==> src/rtl/conv_window_buffer_pkg.sv <==
`default_nettype none
// =============================================================================
// conv_window_buffer_pkg : shared helpers for the KxK sliding-window generator
// Revision : 1.0
// =============================================================================
package conv_window_buffer_pkg;

    localparam int unsigned MIN_K = 2;
    localparam int unsigned MAX_K = 7;

    // Flat element index of window position (r, c); r=0 is the oldest row.
    function automatic int unsigned win_idx(input int unsigned r, input int unsigned c,
                                            input int unsigned k);
        return r * k + c;
    endfunction

    // True when a counter position completes a window that lies on the stride grid.
    function automatic logic stride_hit(input int unsigned idx, input int unsigned k,
                                        input int unsigned stride);
        if (idx < k - 1) begin
            return 1'b0;
        end
        return ((idx - (k - 1)) % stride) == 0;
    endfunction

    // Position of the last window-completing pixel along one axis.
    function automatic int unsigned last_pos(input int unsigned n, input int unsigned k,
                                             input int unsigned stride);
        return (k - 1) + ((n - k) / stride) * stride;
    endfunction

    function automatic logic cfg_legal(input int unsigned img_w, input int unsigned img_h,
                                       input int unsigned k, input int unsigned stride);
        return (k >= MIN_K) && (k <= MAX_K) && ((stride == 1) || (stride == 2)) &&
               (img_w >= k) && (img_h >= k);
    endfunction

endpackage
`default_nettype wire

==> src/rtl/conv_window_buffer_line_fifo.sv <==
`default_nettype none
// =============================================================================
// conv_window_buffer_line_fifo : shift-enable delay line holding one image row
// Revision : 1.0
// =============================================================================
module conv_window_buffer_line_fifo #(
    parameter int DATA_W = 8,
    parameter int DEPTH  = 28
) (
    input  logic              clk,
    input  logic              shift_en_i,
    input  logic [DATA_W-1:0] data_i,
    output logic [DATA_W-1:0] data_o
);

    // Newest sample lives in the low slice, oldest in the high slice.
    logic [DEPTH*DATA_W-1:0] mem_q;

    always_ff @(posedge clk) begin
        if (shift_en_i) begin
            mem_q <= {mem_q[(DEPTH-1)*DATA_W-1:0], data_i};
        end
    end

    assign data_o = mem_q[DEPTH*DATA_W-1 -: DATA_W];

endmodule
`default_nettype wire

==> src/rtl/conv_window_buffer.sv <==
`default_nettype none
// =============================================================================
// conv_window_buffer : streaming KxK window generator with stride and frame tracking
// Revision : 1.0
// =============================================================================
module conv_window_buffer
    import conv_window_buffer_pkg::*;
#(
    parameter int DATA_W = 8,
    parameter int IMG_W  = 28,
    parameter int IMG_H  = 28,
    parameter int K      = 3,
    parameter int STRIDE = 1
) (
    input  logic                  clk,
    input  logic                  rst_n,
    input  logic                  clear_i,
    input  logic                  in_valid_i,
    output logic                  in_ready_o,
    input  logic [DATA_W-1:0]     in_data_i,
    output logic                  win_valid_o,
    input  logic                  win_ready_i,
    output logic [K*K*DATA_W-1:0] win_data_o,
    output logic                  win_last_o,
    output logic                  frame_done_o
);

    localparam int COL_W = $clog2(IMG_W);
    localparam int ROW_W = $clog2(IMG_H);
    localparam int WIN_W = K * K * DATA_W;

    localparam logic [COL_W-1:0] COL_MAX  = COL_W'(IMG_W - 1);
    localparam logic [ROW_W-1:0] ROW_MAX  = ROW_W'(IMG_H - 1);
    localparam logic [COL_W-1:0] LAST_COL = COL_W'(last_pos(IMG_W, K, STRIDE));
    localparam logic [ROW_W-1:0] LAST_ROW = ROW_W'(last_pos(IMG_H, K, STRIDE));

    if (!cfg_legal(IMG_W, IMG_H, K, STRIDE)) begin : g_cfg_check
        $error("conv_window_buffer: illegal K / STRIDE / image size combination");
    end

    logic [COL_W-1:0] col_q, col_d;
    logic [ROW_W-1:0] row_q, row_d;
    logic             win_valid_q, win_valid_d;
    logic             win_last_q, win_last_d;
    logic             frame_done_q, frame_done_d;
    logic [WIN_W-1:0] win_q;

    logic                    w_accept;
    logic                    w_win_hit;
    logic                    w_is_last;
    logic                    w_col_end;
    logic                    w_row_end;
    logic [(K-1)*DATA_W-1:0] w_tap;
    logic [(K-1)*DATA_W-1:0] w_fifo_in;
    logic [K*DATA_W-1:0]     w_newcol;
    logic [WIN_W-1:0]        w_win_next;

    assign in_ready_o = !win_valid_q || win_ready_i;
    // A pixel presented alongside clear is dropped.
    assign w_accept   = in_valid_i && in_ready_o && !clear_i;

    assign w_col_end  = (col_q == COL_MAX);
    assign w_row_end  = (row_q == ROW_MAX);
    assign w_win_hit  = stride_hit(32'(col_q), K, STRIDE) && stride_hit(32'(row_q), K, STRIDE);
    assign w_is_last  = (col_q == LAST_COL) && (row_q == LAST_ROW);

    // Line FIFO j delays by (K-1-j) rows and feeds window row j.
    for (genvar j = 0; j < K - 1; j++) begin : g_line
        if (j == K - 2) begin : g_head
            assign w_fifo_in[j*DATA_W +: DATA_W] = in_data_i;
        end else begin : g_link
            assign w_fifo_in[j*DATA_W +: DATA_W] = w_tap[(j+1)*DATA_W +: DATA_W];
        end

        conv_window_buffer_line_fifo #(
            .DATA_W (DATA_W),
            .DEPTH  (IMG_W)
        ) u_line_fifo (
            .clk        (clk),
            .shift_en_i (w_accept),
            .data_i     (w_fifo_in[j*DATA_W +: DATA_W]),
            .data_o     (w_tap[j*DATA_W +: DATA_W])
        );

        assign w_newcol[j*DATA_W +: DATA_W] = w_tap[j*DATA_W +: DATA_W];
    end
    assign w_newcol[(K-1)*DATA_W +: DATA_W] = in_data_i;

    for (genvar r = 0; r < K; r++) begin : g_wrow
        for (genvar c = 0; c < K; c++) begin : g_wcol
            if (c == K - 1) begin : g_new
                assign w_win_next[win_idx(r, c, K)*DATA_W +: DATA_W] =
                    w_newcol[r*DATA_W +: DATA_W];
            end else begin : g_shift
                assign w_win_next[win_idx(r, c, K)*DATA_W +: DATA_W] =
                    win_q[win_idx(r, c + 1, K)*DATA_W +: DATA_W];
            end
        end
    end

    // Window storage is qualified by win_valid, so it carries no reset.
    always_ff @(posedge clk) begin
        if (w_accept) begin
            win_q <= w_win_next;
        end
    end

    always_comb begin
        col_d        = col_q;
        row_d        = row_q;
        win_valid_d  = win_valid_q;
        win_last_d   = win_last_q;
        frame_done_d = 1'b0;
        if (clear_i) begin
            col_d       = '0;
            row_d       = '0;
            win_valid_d = 1'b0;
            win_last_d  = 1'b0;
        end else if (w_accept) begin
            col_d = w_col_end ? '0 : col_q + COL_W'(1);
            if (w_col_end) begin
                row_d = w_row_end ? '0 : row_q + ROW_W'(1);
            end
            win_valid_d  = w_win_hit;
            win_last_d   = w_win_hit && w_is_last;
            frame_done_d = w_col_end && w_row_end;
        end else if (win_ready_i) begin
            win_valid_d = 1'b0;
            win_last_d  = 1'b0;
        end
    end

    always_ff @(posedge clk or negedge rst_n) begin
        if (!rst_n) begin
            col_q        <= '0;
            row_q        <= '0;
            win_valid_q  <= 1'b0;
            win_last_q   <= 1'b0;
            frame_done_q <= 1'b0;
        end else begin
            col_q        <= col_d;
            row_q        <= row_d;
            win_valid_q  <= win_valid_d;
            win_last_q   <= win_last_d;
            frame_done_q <= frame_done_d;
        end
    end

    assign win_valid_o  = win_valid_q;
    assign win_last_o   = win_last_q;
    assign frame_done_o = frame_done_q;
    assign win_data_o   = win_valid_q ? win_q : '0;

endmodule
`default_nettype wire

==> config.mk <==
export PLATFORM = sky130hd
export DESIGN_NAME = conv_window_buffer
export DESIGN_NICKNAME = d
export VERILOG_FILES = /design/src/rtl/conv_window_buffer_pkg.sv /design/src/rtl/conv_window_buffer_line_fifo.sv /design/src/rtl/conv_window_buffer.sv
export SDC_FILE = /design/constraint.sdc
export NUM_CORES = 1
export LEC_CHECK = 0
export CAP_MARGIN = 15
export CORE_UTILIZATION = 50
export DETAILED_ROUTE_END_ITERATION = 12
export HOLD_SLACK_MARGIN = 0.05
export PLACE_DENSITY = 0.69
export SETUP_SLACK_MARGIN = 0.15
export SLEW_MARGIN = 20
export SYNTH_ARGS = -nofsm -noshare
export SYNTH_HDL_FRONTEND = slang
export SYNTH_SLANG_ARGS = --single-unit
==> constraint.sdc <==
create_clock -name clk -period 23.8 [get_ports clk]
set_input_delay 4.76 -clock clk [delete_from_list [all_inputs] [get_ports clk]]
set_output_delay 4.76 -clock clk [all_outputs]
set_load 0.1 [all_outputs]
==> impl_metrics.tcl, run 1 <==
set metrics [dict create \
    outcome "completed" \
    cap_violations 0 \
    core_um2 29950 \
    wl_per_cell_um 16.35 \
    syn_to_final_growth_pct 19.15 \
    synth_seq_cells 485 \
    slew_headroom_pct 29.81 \
    final_common_cell "edfxtp_1" \
    grt-ovfl-total 0 \
    final_cells 1181 \
    dr.pass1.iters 4 \
    tns_ns 0 \
    cts_hold_buffers 0 \
    ios 89 \
    grt_pass1_vias 5970 \
    end_kind "output port" \
    design_area_um2 18290 \
    synth_area_um2 15350 \
    power.density_nw_per_um2 95.06 \
    yosys_warnings 0 \
    required_ns 19.04 \
    synthCells 623 \
    track_usage_pct 12.93 \
    grt_pass1_wl_um 31600 \
    rows 63 \
    antenna-diode-count 0 \
    ys_seq_area_share_pct 94.47 \
    slew_viol_final 0 \
    cts_max_level 2 \
    pre_cts_ws_ns 12.29 \
    post-route-drc-count 0 \
    nets 768 \
    worst_pin_slew_ns 1.050 \
    cts_setup_buffers 0 \
    syn_area_per_cell_um2 24.63 \
    utilization_pct 61.05 \
    place_congestion 0.7253 \
    syn-num-nets 638 \
    setup_slack_ns 12.28 \
    dieWidth_um 177.2 \
    portBuffers 88 \
    drive_above_1_share_pct 10.49 \
    finalHoldViolations 0 \
    clock-sinks 485 \
    fin_hold_ws_ns 0.4149 \
    viasPerCell 4.920 \
    cts_resized 0 \
    dieHeight_um 177.2 \
    grt_max_degree 211 \
    clkTransAtPathRegs_ns 0.06 \
    fmax_mhz 86.81 \
    dpl_cell_area_um2 16710 \
    hold_class "flop to flop" \
    antenna_found_initial 0 \
    cts_tree "yes" \
    cp_max_fo 8 \
    peakVddDrop_mv 0.04788 \
    dp_cells 1094 \
    clk_path_buf_depth 3 \
    hpwl_um 9185 \
    dieArea_um2 31400 \
    start_util_pct 51.24 \
    finalCriticalPeriod_ns 11.52 \
    crit_path_start_kind "input pin" \
    routed_wl_um 19310 \
    critPathKind "input pin to output port" \
    power.leakage_nw 6.042 \
    period_share_pct 48.40 \
    power_mw 1.738 \
    setup_violations 0 \
    cts_buffers 47 \
    rsz0062_at_grt "false" \
    ant_nets 0 \
    clock_latency_ns 0.54 \
    synthDistinctLibCells 28 \
    root_buffer "clkbuf_16" \
    drt_iter0_drc 540 \
    critPathArrivalTime_ns 6.76 \
    layout_common_cells "edfxtp_1, clkdlybuf4s50_1, and2_1" \
    clock_skew_ns 0.01785 \
    dr_total_vias 5810 \
]
==> worst paths after layout <==
| check | from | endpoint | slack (ns) | depth (start not counted) |
|---|---|---|---|---|
| worst max-delay path | win_ready_i | in_ready_o | 12.28 | 3 |
| worst min-delay path | g_line[0].u_line_fifo.mem_q[148] | g_line[0].u_line_fifo.mem_q[156] | 0.41 | 0 |
| worst max register to register | win_valid_o | g_line[0].u_line_fifo.mem_q[178] | 19.44 | 5 |
| worst min register to register | g_line[0].u_line_fifo.mem_q[148] | g_line[0].u_line_fifo.mem_q[156] | 0.41 | 0 |
| max in group asynchronous | rst_n | win_valid_o | 18.72 | 1 |
| min in group asynchronous | rst_n | col_q[4] | 4.61 | 1 |
==> cell type report <==
class | instances | area, µm²
clock buffer | 55 | 1247
clock inverter | 32 | 321.6
tap | 390 | 488.0
timing repair buffer | 92 | 923.4
sequential | 485 | 14500
fill | 2024 | 11670
multi-input combinational | 127 | 803.3
==> power by group <==
| part | internal, mW | switching, mW | leakage (nW) |
|---|---|---|---|
| combinational | 0.00293 | 0.0161 | 0.663 |
| sequential | 0.972 | 0.00945 | 4.61 |
| clock | 0.441 | 0.297 | 0.771 |
| total | 1.42 | 0.323 | 6.04 |
==> Yosys cell counts (all sizes together) <==
cell	count	share of area (%)
o21ai	5	0.16
a21oi	7	0.23
nor2b	1	0.041
or4	1	0.049
or3	4	0.18
edfxtp	472	92
and2	72	2.9
nand2b	2	0.082
mux2i	3	0.20
and4b	2	0.13
or3b	1	0.057
and2b	1	0.057
nor4	2	0.082
ha	2	0.16
nand3	5	0.24
clkbuf	9	0.22
nor2	7	0.17
or4b	1	0.065
nand4b	1	0.057
dfrtp	13	2.1
nand4	2	0.082
nor3	1	0.033
nand2	7	0.17
buf	2	0.12
==> flip-flops by register name, indices dropped and copies added (netlist names) <==
signal	count
col_q	5
frame_done_o	1
g_line.u_line_fifo.mem_q	448
row_q	5
win_last_o	1
win_q	24
win_valid_o	1
==> routing by layer <==
metal | wire (µm) | global-route usage [%] | up-vias
li1 | - | - | 2698
met4 | 390 | 4.957 | 0
met2 | 8780 | 19.25 | 140
met3 | 922 | 3.265 | 34
met1 | 9214 | 18.52 | 2938
met5 | 0 | 0 | -
==> worst max-delay path, stage by stage <==
cell             delay [ns]
clkdlybuf4s50_1        0.49
nand2b_1               0.31
clkdlybuf4s50_1        1.20
==> kinds of logic (layout without fill, tap and decap cells) <==
| kind of cell | count (synthesis) | after routing | synth area share [%] |
|---|---|---|---|
| compound gates | 12 | 12 | 0.3913 |
| fa+ha+maj | 2 | 2 | 0.1630 |
| buf+inv | 11 | 179 | 0.3424 |
| flops | 485 | 485 | 94.47 |
| mux | 3 | 3 | 0.1957 |
| simple gates | 110 | 110 | 4.435 |
Power figures use the tool's default switching activity.
==> inputs of run 2 (changes only) <==
==> constraint.sdc (replaced) <==
create_clock -name clk -period 11.5 [get_ports clk]
set_input_delay 2.3 -clock clk [delete_from_list [all_inputs] [get_ports clk]]
set_output_delay 2.3 -clock clk [all_outputs]
set_load 0.1 [all_outputs]
==> run 2 against run 1 <==
Net effect:
- final area decreased by 0.88%
- non-clock buffer count decreased by 1
- clock power increased by 90%
- hold slack got worse by 0.011 ns
- sequential power increased by 110%
- via count decreased by 0.83%
- clock-buffer cell count increased by 3
- register-to-register slack got worse by 11 ns
- total power increased by 100%
- sequential cell count unchanged
- global-route usage decreased by 0.61 points
- critical endpoint unchanged
==> impl_metrics.tcl, run 2 (synthesis results as in run 1) <==
set metrics [dict create \
    critPathArrivalTime_ns 4.32 \
    finalHoldViolations 0 \
    p_seq_share_pct 58.5 \
    antenna_found_initial 0 \
    p_sw_mw 0.6474 \
    finalCriticalPeriod_ns 6.615 \
    cts_resized 0 \
    design_area_um2 18120 \
    rows 63 \
    post-route-drc-count 0 \
    portBuffers 88 \
    seqCellArea_um2 14500 \
    cts_max_level 2 \
    cts_setup_buffers 0 \
    fmax_mhz 151.2 \
    required_ns 9.20 \
    cp_max_fo 8 \
    worst_pin_slew_ns 1.043 \
    viasPerCell 4.912 \
    ant_nets 0 \
    period_share_pct 57.53 \
    outcome "completed" \
    cap_violations 0 \
    end_kind "output port" \
    grt-ovfl-total 0 \
    drt_iter0_drc 500 \
    drive_above_1_share_pct 9.195 \
    root_buffer "clkbuf_16" \
    dieWidth_um 177.2 \
    nets 766 \
    hpwl_um 8653 \
    power.leakage_nw 5.960 \
    clock_latency_ns 0.53 \
    grt_pass1_wl_um 30280 \
    routed_wl_um 18460 \
    dr_total_vias 5762 \
    track_usage_pct 12.32 \
    final_cells 1173 \
    switching_share_pct 18.65 \
    worstHoldStart "g_line[0].u_line_fifo.mem_q[51]" \
    r2r-start "win_valid_o" \
    critPathKind "input pin to output port" \
    peakVddDrop_mv 0.1105 \
    dr.pass1.iters 4 \
    final_common_cell "edfxtp_1" \
    core_um2 29950 \
    rsz0062_at_grt "false" \
    hold_class "flop to flop" \
    dieArea_um2 31400 \
    clk_path_buf_depth 3 \
    slew_headroom_pct 30.47 \
    critPathLaunch "win_ready_i" \
    antenna-diode-count 0 \
    clkPwrFrac_pct 40.4 \
    dieHeight_um 177.2 \
    power.density_nw_per_um2 191.5 \
    largest_register_ffs 448 \
    setup_violations 0 \
    clock-sinks 485 \
    slew_viol_final 0 \
    grt_max_degree 178 \
    fillers 2064 \
    syn_to_final_growth_pct 18.10 \
    multi_input_area_um2 803.3 \
    cts_buffers 46 \
    top_register "g_line.u_line_fifo.mem_q" \
    clock_skew_ns 0.01218 \
    cts_hold_buffers 0 \
    grt_pass1_vias 5667 \
    wl_per_cell_um 15.74 \
    ios 89 \
    place_congestion 0.7406 \
    dp_cells 1093 \
    clkTransAtPathRegs_ns 0.06 \
    dpl_cell_area_um2 16720 \
    crit_path_start_kind "input pin" \
    p_comb_share_pct 1.1 \
    top_regs "g_line.u_line_fifo.mem_q (448), win_q (24)" \
    start_util_pct 51.24 \
    internal-power_mw 2.824 \
    cts_tree "yes" \
    tns_ns 0 \
    layout_common_cells "edfxtp_1, clkdlybuf4s50_1, and2_1" \
]
## run 2: cell count changes in the layout (fill, tap and decap cells not counted), sizes merged
cell,before,now
buf,4,3
bufinv,6,3
clkbuf,55,58
clkinv,23,15
clkinvlp,2,0
inv,1,4
## run 2: area by class of cell
class / count / area share [%]
Multi-Input combinational cell: 127 / 4.432
Clock inverter: 22 / 1.139
Sequential cell: 485 / 80.02
Timing Repair Buffer: 91 / 5.122
Tap cell: 390 / 2.692
Clock buffer: 58 / 6.599
## run 2: power groups by stage
stage	clock network, mW	registers [mW]	logic, mW
6_report	1.40	2.03	0.0397
5_1_grt	1.52	2.04	0.0439
4_1_cts	1.45	2.03	0.0403
3_5_place_dp	0	2.07	0.0408
3_3_place_gp	0	2.06	0.0382
2_1_floorplan	0	2.07	0.0253
## run 2: final timing paths
path / to / slack [ns] / cells after the start
min in group asynchronous: row_q[3] / 2.13 / 1
hold reg to reg: g_line[0].u_line_fifo.mem_q[59] / 0.40 / 0
max in group asynchronous: win_valid_o / 8.96 / 1
hold / removal: g_line[0].u_line_fifo.mem_q[59] / 0.40 / 0
setup reg to reg: g_line[0].u_line_fifo.mem_q[39] / 7.95 / 4
setup / recovery: in_ready_o / 4.88 / 3
## run 2: critical path, cell delays in order
cell,delay [ns]
clkdlybuf4s50_1,0.48
nand2b_1,0.33
clkdlybuf4s50_1,1.21
## run 2: per-layer routing
layer / track usage (%) / share of wire, % / vias to the layer above
met5: 0 / 0 / -
met4: 4.526 / 2.7 / 0
met3: 3.308 / 5.3 / 42
met2: 17.63 / 44 / 154
met1: 18.27 / 48 / 2882
li1: - / - / 2684
## run 2: metrics by stage
step / hold slack, ns / setup slack (ns) / utilization (%) / total power [mW]
floorplan: 0.4003 / 1.057 / - / 2.098
detailed placement: 0.4045 / 4.917 / 55.82 / 2.107
CTS: 0.4072 / 4.912 / 60.50 / 3.523
global placement: 0.4019 / 4.939 / 55.82 / 2.102
finish: 0.4038 / 4.885 / 60.51 / 3.472
global route: 0.4080 / 4.828 / 60.51 / 3.599
==> inputs of run 3 (changes only) <==
==> constraint.sdc (replaced) <==
create_clock -name clk -period 6.35 [get_ports clk]
set_input_delay 1.27 -clock clk [delete_from_list [all_inputs] [get_ports clk]]
set_output_delay 1.27 -clock clk [all_outputs]
set_load 0.1 [all_outputs]
==> run 3 against run 2 <==
Net effect:
- clock power rose by 93%
- final area grew 0.88%
- final cell count rose by 0.26%
- combinational power increased by 89%
- die area did not move
- wire length increased by 1.8%
- total power grew 86%
- largest power group unchanged
==> impl_metrics.tcl, run 3 (synthesis results as in run 1) <==
set metrics [dict create \
    dieWidth_um 177.2 \
    cap_violations 0 \
    critPathArrivalTime_ns 3.15 \
    viasPerCell 4.930 \
    core_um2 29950 \
    cts_max_level 2 \
    end_kind "output port" \
    routed_wl_um 18800 \
    dieArea_um2 31400 \
    period_share_pct 69.66 \
    min_path_cells 0 \
    path_common_cell "clkdlybuf4s50_1" \
    grt_pass1_vias 5856 \
    crit_path_cell_trace "clkdlybuf4s50_1 > nand2b_4 > clkdlybuf4s50_1" \
    required_ns 5.08 \
    drt_iter0_drc 559 \
    cts_buffers 47 \
    hpwl_um 9086 \
    antenna_found_initial 0 \
    cp_max_fo 8 \
    post-route-drc-count 0 \
    r2r-end "g_line[0].u_line_fifo.mem_q[58]" \
    antenna-diode-count 0 \
    slowest_delay_ns 1.17 \
    finalCriticalPeriod_ns 4.424 \
    grt-ovfl-total 0 \
    syn_to_final_growth_pct 19.14 \
    hold_class "flop to flop" \
    peakVddDrop_mv 0.2228 \
    nets 768 \
    cts_resized 0 \
    rows 63 \
    clkTransAtPathRegs_ns 0.06 \
    design_area_um2 18290 \
    path_depth 3 \
    clock_skew_ns 0.009312 \
    slew_headroom_pct 33.24 \
    place_congestion 0.7574 \
    cp_slowest_cell "clkdlybuf4s50_1" \
    final_common_cell "edfxtp_1" \
    crit_path_start_kind "input pin" \
    largest_register_ffs 448 \
    slew_viol_final 0 \
    layout_common_cells "edfxtp_1, clkdlybuf4s50_1, and2_1" \
    dr.pass1.iters 4 \
    drive_above_1_share_pct 10.43 \
    wl_per_cell_um 15.98 \
    portBuffers 88 \
    r2r-start "win_valid_o" \
    finalHoldViolations 0 \
    clk_path_buf_depth 3 \
    dr_total_vias 5798 \
    top_regs "g_line.u_line_fifo.mem_q (448), win_q (24)" \
    grt_pass1_wl_um 30630 \
    critical_path_buf_inv_count 2 \
    outcome "completed" \
    clock-sinks 485 \
    start_util_pct 51.24 \
    worstHoldStart "g_line[1].u_line_fifo.mem_q[135]" \
    r2r_cells 4 \
    cts_setup_buffers 0 \
    ant_nets 0 \
    fmax_mhz 226.1 \
    crit_family "buffers and inverters" \
    cts_tree "yes" \
    worst_pin_slew_ns 0.9983 \
    setup_violations 0 \
    fin_hold_ws_ns 0.4129 \
    hold_end "g_line[1].u_line_fifo.mem_q[143]" \
    ios 89 \
    rsz0062_at_grt "false" \
    root_buffer "clkbuf_16" \
    grt_max_degree 175 \
    top_register "g_line.u_line_fifo.mem_q" \
    track_usage_pct 12.41 \
    dpl_cell_area_um2 16760 \
    power.density_nw_per_um2 352.6 \
    power.leakage_nw 6.034 \
    cts_hold_buffers 0 \
    clock_latency_ns 0.53 \
    r2r_slack_ns 3.82 \
    critPathKind "input pin to output port" \
    dieHeight_um 177.2 \
]
## run 3: changes by cell type in the layout (fill, tap and decap cells not counted), moves of 2 or more
cell	change
clkbuf_1	-7
clkbuf_16	+3
bufinv_16	+2
clkinv_1	+2
clkinv_2	+2
clkinvlp_4	+2
inv_6	-2
## run 3: layout make-up
type / count / area, µm²
clock inverters: 28 / 274.0
fillers: 2016 / 11670
well taps: 390 / 488.0
flip-flops and latches: 485 / 14500
repair buffers: 92 / 948.4
clock buffers: 54 / 1245
multi-input cells: 127 / 827.0
## run 3: where the power goes
group          internal [mW]  switching (mW)
Combinational         0.0134          0.0616
Clock                   1.61            1.09
Sequential              3.64          0.0346
Total                   5.26            1.18
## run 3: how the worst max path moves through the flow
| stage | slack [ns] | start | endpoint |
|---|---|---|---|
| floorplan | -2.71 | win_ready_i | g_line[0].u_line_fifo.mem_q[0] |
| global placement | 1.95 | win_ready_i | in_ready_o |
| detailed placement | 1.92 | win_ready_i | in_ready_o |
| CTS | 1.92 | win_ready_i | in_ready_o |
| global route | 1.89 | win_ready_i | in_ready_o |
| finish | 1.93 | win_ready_i | in_ready_o |
## run 3: per-stage QoR
step,util (%),power [mW],setup TNS (ns),instances,setup slack [ns]
global route,61.04,6.663,0,1176,1.890
CTS,61.04,6.521,0,1176,1.917
detailed placement,55.96,3.819,0,1094,1.922
global placement,55.96,3.808,0,1094,1.952
floorplan,-,3.801,-1280.76,623,-2.713
finish,61.04,6.447,0,1176,1.927
## run 3: metal layers
metal / wire (µm) / vias up / GRT usage [%]
li1: - / 2686 / -
met5: 0 / - / 0
met2: 8563 / 161 / 18.16
met3: 848 / 45 / 2.899
met4: 448 / 0 / 5.316
met1: 8937 / 2906 / 18.03
